File: src/rtl/pcs_pkg.sv
// Shared PCS block widths and word types.
// Used by the loopback frame checker and its delay line.
package pcs_pkg;

    localparam int LEN_DATA_BLOCK  = 64;
    localparam int LEN_CTRL_BLOCK  = 8;
    localparam int LEN_CODED_BLOCK = 66;

    typedef logic [LEN_DATA_BLOCK-1:0] data_block_t;
    typedef logic [LEN_CTRL_BLOCK-1:0] ctrl_block_t;

    typedef struct packed {
        ctrl_block_t ctrl;
        data_block_t data;
    } tx_word_t;

endpackage

File: src/rtl/frame_checker_delay_line.sv
// Reference delay line: circular buffer of tx words, write pointer,
// warm-up fill counter and reset-latched latency.
// Ports: i_clock, i_reset (sync, active-high), i_enable, i_latency,
//        i_tx_word in; o_ref_word (tx word latency_q cycles ago), o_active out.
module frame_checker_delay_line
    import pcs_pkg::*;
#(
    parameter int MAX_LATENCY = 32,
    parameter int LEN_LATENCY = 5
) (
    input  logic                   i_clock,
    input  logic                   i_reset,
    input  logic                   i_enable,
    input  logic [LEN_LATENCY-1:0] i_latency,
    input  tx_word_t               i_tx_word,
    output tx_word_t               o_ref_word,
    output logic                   o_active
);

    localparam logic [31:0] MAX_LAT_M1 = 32'(MAX_LATENCY - 1);
    localparam logic [LEN_LATENCY-1:0] PTR_LAST = LEN_LATENCY'(MAX_LATENCY - 1);
    localparam logic [LEN_LATENCY-1:0] PTR_DEPTH = LEN_LATENCY'(MAX_LATENCY);

    tx_word_t               mem_q [MAX_LATENCY];
    logic [LEN_LATENCY-1:0] wr_ptr_q, wr_ptr_d;
    logic [LEN_LATENCY-1:0] fill_q, fill_d;
    logic [LEN_LATENCY-1:0] latency_q, latency_d;
    logic [LEN_LATENCY-1:0] rd_ptr;
    logic [31:0]            lat_ext;

    always_comb begin
        lat_ext   = 32'(i_latency);
        latency_d = (lat_ext > MAX_LAT_M1) ? PTR_LAST : i_latency;

        wr_ptr_d = (wr_ptr_q == PTR_LAST) ? '0 : wr_ptr_q + LEN_LATENCY'(1);

        // Slot written latency_q enabled cycles ago, with modular wrap.
        if (wr_ptr_q >= latency_q) begin
            rd_ptr = wr_ptr_q - latency_q;
        end else begin
            rd_ptr = wr_ptr_q + PTR_DEPTH - latency_q;
        end

        o_active = (fill_q == latency_q);
        fill_d   = o_active ? fill_q : fill_q + LEN_LATENCY'(1);

        // Zero latency compares against the word being sent right now.
        o_ref_word = (latency_q == '0) ? i_tx_word : mem_q[rd_ptr];
    end

    always_ff @(posedge i_clock) begin
        if (i_reset) begin
            for (int i = 0; i < MAX_LATENCY; i++) begin
                mem_q[i] <= '0;
            end
            wr_ptr_q  <= '0;
            fill_q    <= '0;
            latency_q <= latency_d;
        end else if (i_enable) begin
            mem_q[wr_ptr_q] <= i_tx_word;
            wr_ptr_q        <= wr_ptr_d;
            fill_q          <= fill_d;
        end
    end

endmodule

File: config.mk
export PLATFORM = sky130hd
export DESIGN_NAME = frame_checker_delay_line
export DESIGN_NICKNAME = d
export VERILOG_FILES = /design/src/rtl/pcs_pkg.sv /design/src/rtl/frame_checker_delay_line.sv
export SDC_FILE = /design/constraint.sdc
export NUM_CORES = 2
export LEC_CHECK = 0
export BUFFER_PORTS_ARGS = -buffer_cell sky130_fd_sc_hd__buf_4
export CAP_MARGIN = 20
export CORE_MARGIN = 3
export CORE_UTILIZATION = 58
export CTS_CLUSTER_SIZE = 24
export DETAILED_ROUTE_END_ITERATION = 10
export PLACE_DENSITY_LB_ADDON = 0.15
export SYNTH_ARGS = -nofsm -noshare
export SYNTH_HDL_FRONTEND = slang
export SYNTH_SLANG_ARGS = --single-unit
File: constraint.sdc
create_clock -name i_clock -period 4.3 [get_ports i_clock]
set_input_delay 0.86 -clock i_clock [delete_from_list [all_inputs] [get_ports i_clock]]
set_output_delay 0.86 -clock i_clock [all_outputs]
set_load 0.005 [all_outputs]
==> flow_summary.json <==
{
  "core_area_mm2": 0.182,
  "grt_overflow": 0,
  "drv_cap": 0,
  "initial_utilization": 0.586,
  "ctsLongestPathBuffers": 3,
  "finalInstanceArea_mm2": 0.121,
  "synthCells": 6934,
  "finalHoldViolations": 0,
  "finalSetupViolations": 72,
  "holdPathStages": 1,
  "fmax_mhz": 189,
  "ir_drop_uv": 428,
  "synth_seq_area_share": 0.653,
  "clockPowerShare": 0.354,
  "sw_frac_of_total": 0.258,
  "final_cell_mix": "edfxtp_1 (2309), and2_1 (2307), mux4_2 (577)",
  "wirelength_mm": 333,
  "switching_power_mw": 14.3,
  "synth-seq-cells": 2319,
  "utilization": 0.665,
  "synth_nets": 7025,
  "vias_per_cell": 6.68,
  "grt_antenna_before_repair": 36,
  "drtIter0Drc": 11400,
  "instances_no_fill": 9620,
  "skew_ps": 20.7,
  "finalCritPeriodShare": 1.23,
  "required_ps": 3440,
  "cts_sinks": 2319,
  "fin_nets": 7030,
  "p_leak_nw": 43.9,
  "ios": 153,
  "reg2reg_depth": 6,
  "regToRegSetupSlack_ps": 1450,
  "critical_path_class": "register to output pin",
  "drc_errors": 0,
  "dieHeight_um": 435,
  "crit_fanout": 10,
  "worstMarginPinSlew_ps": 884,
  "yosys_warnings": 0,
  "drtPass1Iterations": 8,
  "cp-end-kind": "output pin",
  "mostFrequentLayoutCell": "edfxtp_1",
  "dpl.hpwl_mm": 168,
  "cts_hold_repair.buffers": 0,
  "clock_latency_ps": 880,
  "p_int_mw": 41.1,
  "dieArea_mm2": 0.189,
  "postSynthAreaPerCell_um2": 15.4,
  "cp-start-kind": "register",
  "drv_slew": 0,
  "rows": 156,
  "status": "complete, but fails checks",
  "avgRoutedWirePerCell_um": 34.7,
  "period_minus_slack_ps": 5280,
  "place_area_mm2": 0.113,
  "grt_max_degree": 81,
  "place.gp.congestion": 0.805,
  "max_slew_margin": 0.409,
  "synthDistinctLibCells": 43,
  "grtUsageTotal": 0.358,
  "pwr_density_cell_mw_per_mm2": 458,
  "htree_num_levels": 4,
  "synth_area_mm2": 0.107,
  "rsz0062_at_grt": "yes",
  "numPortBuffers": 152,
  "syn_to_final_growth_pct": 13.5,
  "path_clk_slew_ps": 60,
  "die_x_um": 435,
  "final_layout_size_suffix_gt1_frac": 0.216,
  "layout_setup_ws_ps": -979,
  "ant_nets": 0,
  "numCtsBuffers": 231,
  "vias": 64300,
  "hold_class": "primary input to register",
  "failed_checks": "setup timing",
  "clockRootBuffer": "clkbuf_16",
  "grt_pass1_wl_mm": 474,
  "grt_pass1_vias": 64900,
  "place_inst": 9119,
  "worstPathArrival_ps": 4420,
  "holdWs_ps": 172,
  "total_power_mw": 55.4,
  "pwr-share-comb": 0.179,
  "cts_tree": "built",
  "pwr-share-seq": 0.467
}
-- worst paths after layout --
path                                                   to                startpoint
worst max-delay path                       o_ref_word[16]    latency_q[0]$_DFFE_PP_
worst min-delay path               latency_q[4]$_DFFE_PP_              i_latency[4]
worst max register to register  mem_q[3][8]$_SDFFCE_PN0P_  wr_ptr_q[1]$_SDFFE_PP0P_
worst min register to register     fill_q[4]$_SDFFE_PP0P_    fill_q[4]$_SDFFE_PP0P_
-- cells in the mapped netlist, drive strengths merged --
cell type	n	area, µm²
a211o	142	1240
o21a	2	15.0
xor2	9	78.8
mux2	71	800
a21boi	1	7.51
a21oi	2	10.0
buf	88	427
dfxtp	10	200
or4	1	7.51
o22a	1	8.76
nand4	73	457
nor2	48	183
mux2i	75	751
nand3b	3	22.5
a2111oi	1	8.76
inv	6	22.5
nor3b	1	7.51
nor4bb	1	10.0
xnor2	3	26.3
o21ai	146	731
o211ai	71	533
a22oi	1	7.51
nand2	78	293
edfxtp	2309	69300
or3	3	18.8
nor2b	3	18.8
a221o	1	10.0
or3b	1	8.76
and3	3	18.8
nor3	3	20.0
ha	10	125
nand3	214	1070
clkbuf	635	2380
or2	32	200
mux4	577	13000
a221oi	1	8.76
fa	1	20.0
and2	2307	14400
-- power groups by stage --
stage          clock [mW]  sequential [mW]  combinational (mW)
3_5_place_dp            0             26.3                9.23
5_1_grt              20.5             25.9                10.3
2_1_floorplan           0             26.2                5.31
4_1_cts              19.7             25.8                9.62
6_report             19.6             25.8                9.92
3_3_place_gp            0             26.3                9.18
-- cells by family (layout without fill, tap and decap cells) --
group | count (synthesis) | in the layout | synth area share
other cells | 0 | 31 | 0
flops | 2319 | 2319 | 0.653
mux | 723 | 723 | 0.137
xor+xnor | 12 | 12 | 0.000987
compound gates | 369 | 369 | 0.0243
buf+inv | 729 | 935 | 0.0266
fa+ha+maj | 11 | 11 | 0.00136
simple gates | 2771 | 2771 | 0.157
-- flip-flops by register name (all words and copies together), names as in the netlist --
name       cells
fill_q         5
latency_q      5
mem_q       2304
wr_ptr_q       5
-- per-stage QoR --
stage,worst slack (ps),setup TNS [ps]
2_1_floorplan,414,0
3_3_place_gp,-74.1,-191
3_5_place_dp,-81.9,-288
4_1_cts,-881,-57850
5_1_grt,-990,-64470
6_report,-979,-57830
-- timing repair --
item                                    in CTS  in global routing
gates resized for setup                     61                 42
endpoints found under the setup margin      72                 72
buffers inserted                            14                  9
cloned                                       8                  6
pin swaps                                   30                 12
-- metal layers --
layer,share of wire,vias to the layer above,track usage
met5,0.00023,-,0.00231
met3,0.13,935,0.0892
met4,0.052,12,0.169
met2,0.47,4836,0.558
met1,0.35,32800,0.477
li1,-,25700,-
-- worst max-delay path: stages, from the launching register on --
cell and delay [ps]:
edfxtp_1 430, ha_4 190, fa_4 470, xnor2_4 200, buf_12 260, buf_8 210
mux4_2 520, mux2i_2 260, nand3_1 130, o211ai_1 150, nand4_1 270, buf_4 260
buf_4 170
-- layout make-up --
cell class / instances / area (µm²)
multi-input combinational: 3886 / 34700
antenna: 31 / 77.6
timing repair buffer: 495 / 6280
clock inverter: 147 / 1130
tap: 2449 / 3060
clock buffer: 287 / 6100
inverter: 6 / 22.5
sequential: 2319 / 69500
fill: 12200 / 60800
(Power assumes the default switching activity.)
